## src/rtl/lcd_frame_sequencer.sv

```systemverilog
// Frame sequencer for the PmodCLS character LCD: sends clear/home escape plus
// three ASCII digits over the spi_interface byte handshake, on change or refresh.
`timescale 1ns/1ps

module lcd_frame_sequencer #(
  parameter int REFRESH_DIV = 10000000,
  parameter int SS_SETUP    = 16,
  parameter int BYTE_GAP    = 4000,
  parameter int TIMEOUT     = 65535
) (
  input  logic       CLK,
  input  logic       RST,
  input  logic       enable,
  input  logic [7:0] digit_s,
  input  logic [7:0] digit_d,
  input  logic [7:0] digit_j,
  input  logic       end_transmission,
  output logic       begin_transmission,
  output logic [7:0] send_data,
  output logic       slave_select,
  output logic       busy,
  output logic       frame_done,
  output logic [7:0] frame_count,
  output logic       error
);

  localparam logic [2:0] IDLE  = 3'd0;
  localparam logic [2:0] SETUP = 3'd1;
  localparam logic [2:0] LOAD  = 3'd2;
  localparam logic [2:0] WAIT  = 3'd3;
  localparam logic [2:0] GAP   = 3'd4;
  localparam logic [2:0] HOLD  = 3'd5;
  localparam logic [2:0] DONE  = 3'd6;

  logic [2:0]  state;
  logic [31:0] timer;
  logic [31:0] refresh_cnt;
  logic [2:0]  byte_idx;
  logic [23:0] snap;
  logic [23:0] last_shown;
  logic        shown_valid;
  logic        refresh_pend;
  logic        refresh_tick;
  logic        trigger;
  logic        frame_start;
  logic [7:0]  frame_byte;

  assign refresh_tick = (refresh_cnt == 32'd0);
  assign trigger      = enable &&
                        (!shown_valid || refresh_pend ||
                         ({digit_s, digit_d, digit_j} != last_shown));
  assign frame_start  = (state == IDLE) && trigger;

  // NOTE: every variable assigned in always_comb gets a default first, so no
  // path through the case can leave it holding a value (which infers a latch).
  always_comb begin
    frame_byte = 8'h00;
    case (byte_idx)
      3'd0:    frame_byte = 8'h1B;
      3'd1:    frame_byte = 8'h5B;
      3'd2:    frame_byte = 8'h6A;
      3'd3:    frame_byte = snap[23:16];
      3'd4:    frame_byte = snap[15:8];
      3'd5:    frame_byte = snap[7:0];
      default: ;
    endcase
  end

  // A tick coinciding with a frame start wins, so that refresh is not lost.
  always_ff @(posedge CLK or posedge RST) begin
    if (RST) begin
      refresh_cnt  <= 32'(REFRESH_DIV - 1);
      refresh_pend <= 1'b0;
    end else begin
      if (refresh_tick) refresh_cnt <= 32'(REFRESH_DIV - 1);
      else              refresh_cnt <= refresh_cnt - 32'd1;
      if (refresh_tick)     refresh_pend <= 1'b1;
      else if (frame_start) refresh_pend <= 1'b0;
    end
  end

  // NOTE: sequential state uses non-blocking assignments only, so every
  // register samples pre-edge values regardless of statement order.
  always_ff @(posedge CLK or posedge RST) begin
    if (RST) begin
      state              <= IDLE;
      timer              <= 32'd0;
      byte_idx           <= 3'd0;
      snap               <= 24'd0;
      last_shown         <= 24'd0;
      shown_valid        <= 1'b0;
      begin_transmission <= 1'b0;
      send_data          <= 8'h00;
      slave_select       <= 1'b1;
      busy               <= 1'b0;
      frame_done         <= 1'b0;
      frame_count        <= 8'd0;
      error              <= 1'b0;
    end else begin
      begin_transmission <= 1'b0;
      frame_done         <= 1'b0;
      case (state)
        IDLE: begin
          if (trigger) begin
            snap         <= {digit_s, digit_d, digit_j};
            byte_idx     <= 3'd0;
            timer        <= 32'(SS_SETUP);
            slave_select <= 1'b0;
            busy         <= 1'b1;
            state        <= SETUP;
          end
        end
        SETUP, GAP: begin
          if (timer <= 32'd1) begin
            begin_transmission <= 1'b1;
            send_data          <= frame_byte;
            state              <= LOAD;
          end else begin
            timer <= timer - 32'd1;
          end
        end
        LOAD: begin
          // The begin cycle itself counts as the first waited cycle.
          timer <= 32'(TIMEOUT - 1);
          state <= WAIT;
        end
        WAIT: begin
          if (end_transmission) begin
            if (byte_idx == 3'd5) begin
              timer <= 32'(SS_SETUP);
              state <= HOLD;
            end else begin
              byte_idx <= byte_idx + 3'd1;
              timer    <= 32'(BYTE_GAP);
              state    <= GAP;
            end
          end else if (timer <= 32'd1) begin
            // Abandon the frame; clearing shown_valid forces a retry.
            error        <= 1'b1;
            slave_select <= 1'b1;
            shown_valid  <= 1'b0;
            busy         <= 1'b0;
            state        <= IDLE;
          end else begin
            timer <= timer - 32'd1;
          end
        end
        HOLD: begin
          if (timer <= 32'd1) begin
            slave_select <= 1'b1;
            frame_done   <= 1'b1;
            frame_count  <= frame_count + 8'd1;
            last_shown   <= snap;
            shown_valid  <= 1'b1;
            state        <= DONE;
          end else begin
            timer <= timer - 32'd1;
          end
        end
        DONE: begin
          busy  <= 1'b0;
          state <= IDLE;
        end
        default: state <= IDLE;
      endcase
    end
  end

endmodule

```

## config.mk

```make
export PLATFORM = sky130hd
export DESIGN_NAME = lcd_frame_sequencer
export DESIGN_NICKNAME = d
export VERILOG_FILES = /design/src/rtl/lcd_frame_sequencer.sv
export SDC_FILE = /design/constraint.sdc
export NUM_CORES = 1
export LEC_CHECK = 0
export ABC_AREA = 1
export CORE_ASPECT_RATIO = 1.4
export CORE_MARGIN = 2
export CORE_UTILIZATION = 35
export CTS_CLUSTER_DIAMETER = 120
export CTS_CLUSTER_SIZE = 10
export DETAILED_ROUTE_END_ITERATION = 8
export DONT_BUFFER_PORTS = 1
export MAX_ROUTING_LAYER = met4
export SYNTH_ARGS = -nofsm -noshare
export SYNTH_HDL_FRONTEND = slang
export SYNTH_SLANG_ARGS = --single-unit
```

## constraint.sdc

```tcl
create_clock -name CLK -period 6.4 [get_ports CLK]
set_input_delay 1.92 -clock CLK [delete_from_list [all_inputs] [get_ports CLK]]
set_output_delay 1.92 -clock CLK [all_outputs]
set_load 0.05 [all_outputs]
```

# Yosys cells after proc, flatten, opt, wreduce, memory -nomap -nowiden
# Index checks and enable logic that the tools add are counted.
# word_totals
output_inout_bits	21
ff_bits	141
in_bits	28
word_cells	100
# classes
mux	33
magnitude_cmp	1
eq_ne	20
n_reduce_logical	26
bitwise_logic	1
n_addsub	4
# ops
op	count
2-to-1 mux 32 bit	4
case mux 32 bit (4 select lines)	1
subtractor 32 x 1 -> 32 bit (second input constant)	2
case mux 8 bit (6 select lines)	1
less-or-equal comparator 32 x 1 -> 1 bit (second input constant)	1
zero test 32 bit	1
2-to-1 mux 3 bit	8
inequality test 24 bit	1
AND reduction 4 bit	4
equality test 3 bit (second input constant)	5
case mux 3 bit (5 select lines)	1
inequality test 2 bit (second input constant)	7
2-to-1 mux 1 bit	13
equality test 3 x 2 -> 1 bit (second input constant)	4
2-to-1 mux 12 bit	1
adder 8 x 1 -> 8 bit (second input constant)	1
AND reduction 2 bit	4
equality test 3 x 1 -> 1 bit (second input constant)	2
zero test 3 bit	2
case mux 1 bit (3 select lines)	2
case mux 3 bit (2 select lines)	1
AND reduction 3 bit	2
nonzero test 2 bit	3
nonzero test 3 bit	2
other kinds (10)	12

# Depth between registers and ports, before layout
# depth
ltp_word	7
ltp_mapped	13
depth_no_buf	13

# Least setup slack after synthesis
# Ideal clock, no wire load.
# synth_timing
kind	input to register
from	input digit_d[5]
to	register timer[4]
arrival_ns	2.905
path_stages	12
path_slack_ns	3.369
path_cell_list	inv_1 -> nand2_1 -> o21ai_0 -> nor2_1 -> nand2_1 -> nor2_1 -> nand3_1 -> nand2_1 -> nand2_1 -> nand2_1 -> buf_2 -> a21oi_1
# synth_between
elab_chain_cells	5
# synth_rtl
element	line	source
start, declared	15	input logic [7:0] digit_d,
inequality test 24 bit	51	({digit_s, digit_d, digit_j} != last_shown));
logical OR 1 bit	50	(!shown_valid || refresh_pend ||
logical AND 1 bit	49	assign trigger = enable &&
inequality test 2 bit (no source line)	--	
AND reduction 2 bit (no source line)	--	
end signal, assigned	107	timer <= 32'(SS_SETUP);
end signal, assigned	119	timer <= timer - 32'd1;
end signal, assigned	124	timer <= 32'(TIMEOUT - 1);
end, declared	36	logic [31:0] timer;
# No other way between the ends.
# A chain may end at the register's enable or synchronous reset.

# Final worst setup path
# layout_timing
from	input digit_s[1]
to	register timer[1]
# layout_between
elab_chain_cells	5
# layout_rtl
element	line	source
start, declared	14	input logic [7:0] digit_s,
inequality test 24 bit	51	
logical OR 1 bit	50	
logical AND 1 bit	49	
inequality test 2 bit (no source line)	--	
AND reduction 2 bit (no source line)	--	
# No other way between the ends.

==> metrics.txt <==
Peak VDD IR=around 160 uV; Die X-Extent=132 um; Seq. cell area=approximately 3500 sq um; largest family of logic cells by synthesized area=simple AND/OR/NAND/NOR gates; remaining routing DRC violations=0; cells on worst reg2reg path=8; hold buffers post-CTS=0; area grow syn2layout=10.6%; Final ANT Viol Nets=0; Synth Area in Adders=roughly 1.5%; CTS max path bufs=2; Setup crit end=timer[1]; synth top area cells=dfrtp_1 (39%), nand2_1 (15%), nor2_1 (7.8%); Critical Path Start=digit_s[1]; FILL cells=2,381; max_cap viols=0; die span in y=184 um; row count=65; crit path capture type=flip-flop; Post-Syn Instances=1,122; Vias per Instance=just under 5; post-synthesis simple-gate area fraction=33.6%; Stages on worst setup path=12; Synth Area in Compound Gates=8.62%; worst r2r src=timer[0]; post-CTS sizing=0; placed cells=1,401; Synth Warn #=0; Final nets=1,157; register bit total from synthesis=141; Die Area=24,300 sq um; register area share after synthesis=between 40% and 50%; top_reg_cell synth=dfrtp_1; post-synthesis net count=1,160; Mapped Avg Cell Area=7.19 sq um; Fin Clk Skew=just over 9 ps; Starting Density=35.7%; count leader, synth=nand2_1; dpl ws=2270 ps; crit-path leading delay family=simple AND/OR/NAND/NOR gates; CP Buf/Inv Count=1; status=complete, no violations; largest net degree at the start of global routing=107; Final period util=about 56%; CP Cell Sequence=inv_1, nand2_1, nand2_1, nor2_1, nand3_1, nor2_1, nand3_1, nand2_1, nand2_1, nand2_1, nand2_1, nand2_1; Overflow after GRT=0; Cell Pwr Density=214 nW/um^2; synth cell count leaders=nand2_1 (321), nor2_1 (167), inv_1 (141), dfrtp_1 (126), nand3_1 (87); Worst Path Max Fanout=32; Port Buffers=0; final setup vio count=0; final worst setup slack=between 2000 and 3000 ps; CP required=6760 ps; setup TNS=0 ps; total wire length=21.1 mm; CTS Sinks=approximately 140; first-pass iteration count of the detailed router=5; LEAKAGE=4.20 nW; total track usage=18.5%; I/O pin count=slightly below 50; RSZ-0062 raised after global routing=no; initial antenna violation count=0; multi-input logic area=3870 sq um; multiplexer area fraction after synthesis=0.325%; vias in the first global route=6,857; CTS tree=built; routability cong.=0.928; Num CTS Buffers=17; Antenna diodes=0; r2r setup slk=3670 ps; DRT iter0 DRCs=530; post-synth design cell area=8070 sq um; Data arrival, critical path=~4000 ps; area share of the largest cell type after synthesis=39.1%; Tightest Pin Transition=1170 ps; Slew HR=21.6%; dominant cell type by area after synthesis=dfrtp_1; Worst-path clk slew=60 ps; Worst path max stage delay=890 ps; Synth Area in XOR/XNOR=3.69%; most frequent cell on the critical path=nand2_1; asr flop ratio synth=100%; core area=22,600 sq um; Final Max Tran Viols=0; non-filler cells, final=around 1.4k; critical path type=in2reg; htree depth=4; Critical-path top delay cell=nand2_1; clock root cell=clkbuf_16; Hold Vio Cnt, Final=0; r2r endpoint=frame_count[6]; detailed placement HPWL=15.4 mm; Clk Latency, worst-skew pair=roughly 420 ps; Post-CTS Setup Bufs=0; via count=between 7k and 8k; Post-synth EDFFs=0; fraction of layout cells with a size suffix above 1=7.51%; Final Util=roughly two fifths; first-pass GRT wire length=34.7 mm; synth unique cells=45; wire length per cell=14.7 um; Worst Setup Start Kind=input port; post-layout min period=around 3600 ps; hold crit path type=reg2reg; FMAX=0.277 GHz
kinds of logic (layout without fill, tap and decap cells):
kind of cell / Yosys count / count (layout)
AND/OR/NAND/NOR: 644 / 644
buffers and inverters: 169 / 179
XOR/XNOR: 34 / 34
AO/OA/AOI/OAI: 122 / 122
adder cells (fa/ha/maj): 10 / 10
flip-flops: 141 / 141
multiplexers: 2 / 2
worst reg2reg max path, stage by stage (launching register included):
cell and delay (ps):
dfrtp_1 420, inv_1 90, ha_1 260, nand2_2 140, nor2_4 200, nand2_2 110
a21oi_4 530, nand2_4 420, mux2_4 430
metal layers:
layer  share of wire [%]  track usage (%)  wire length (um)
met1                  43             20.9              8980
met2                  51             32.3             10700
met3                 4.1             4.19               855
met4                 2.6             6.58               554
met5                   0                -                 0
cell type report:
| cell class | count | area share, % |
|---|---|---|
| timing repair buffer | 2 | 0.168 |
| tap | 301 | 4.22 |
| clock buffer | 26 | 5.81 |
| sequential | 141 | 39.7 |
| clock inverter | 6 | 0.644 |
| inverter | 145 | 6.15 |
| multi-input combinational | 812 | 43.3 |
through the flow:
| step | hold slack, ps | cell area [sq um] | total power, W |
|---|---|---|---|
| 2_1_floorplan | 433 | 8070 | 0.000938 |
| 3_3_place_gp | 447 | 8350 | 0.000950 |
| 3_5_place_dp | 454 | 8350 | 0.000950 |
| 4_1_cts | 468 | 8930 | 0.00192 |
| 5_1_grt | 486 | 8930 | 0.00197 |
| 6_report | 462 | 8930 | 0.00191 |
power breakdown:
| group | internal, W | total [W] | switching, W |
|---|---|---|---|
| Clock | 0.000595 | 0.000976 | 0.000381 |
| Combinational | 0.00000720 | 0.0000378 | 0.0000306 |
| Sequential | 0.000893 | 0.000895 | 0.00000191 |
| Total | 0.00149 | 0.00191 | 0.000414 |
sequential cells by signal, summed over array words and instances (netlist names):
register / flops
begin_transmission: 1
busy: 1
byte_idx: 3
error: 1
frame_count: 8
frame_done: 1
last_shown: 24
refresh_cnt: 32
refresh_pend: 1
send_data: 8
shown_valid: 1
slave_select: 1
snap: 24
state: 3
timer: 32
worst min-delay path by stage:
stage,startpoint,end,cells after the start
final,refresh_cnt[0],refresh_cnt[0],1
after global routing,refresh_cnt[0],refresh_cnt[0],1
after CTS,refresh_cnt[0],refresh_cnt[0],1
after detailed placement,refresh_cnt[0],refresh_cnt[0],1
after global placement,refresh_cnt[0],refresh_cnt[0],1
after floorplan,refresh_cnt[11],refresh_cnt[11],1
cell usage in the layout, fill, tap and decap left out, types with 5 or more instances in the layout:
cell	instances
nand2_1	321
nor2_1	167
inv_1	140
dfrtp_1	126
nand3_1	86
o21ai_0	62
a21oi_1	25
nand4_1	24
xor2_1	23
clkbuf_16	17
dfstp_2	15
nor3_1	12
xnor2_1	11
ha_1	10
o21ai_1	9
o21ai_2	8
nor2_2	7
clkbuf_8	6
nand2_2	5
o22ai_1	5
Power figures use the tool's default switching activity.
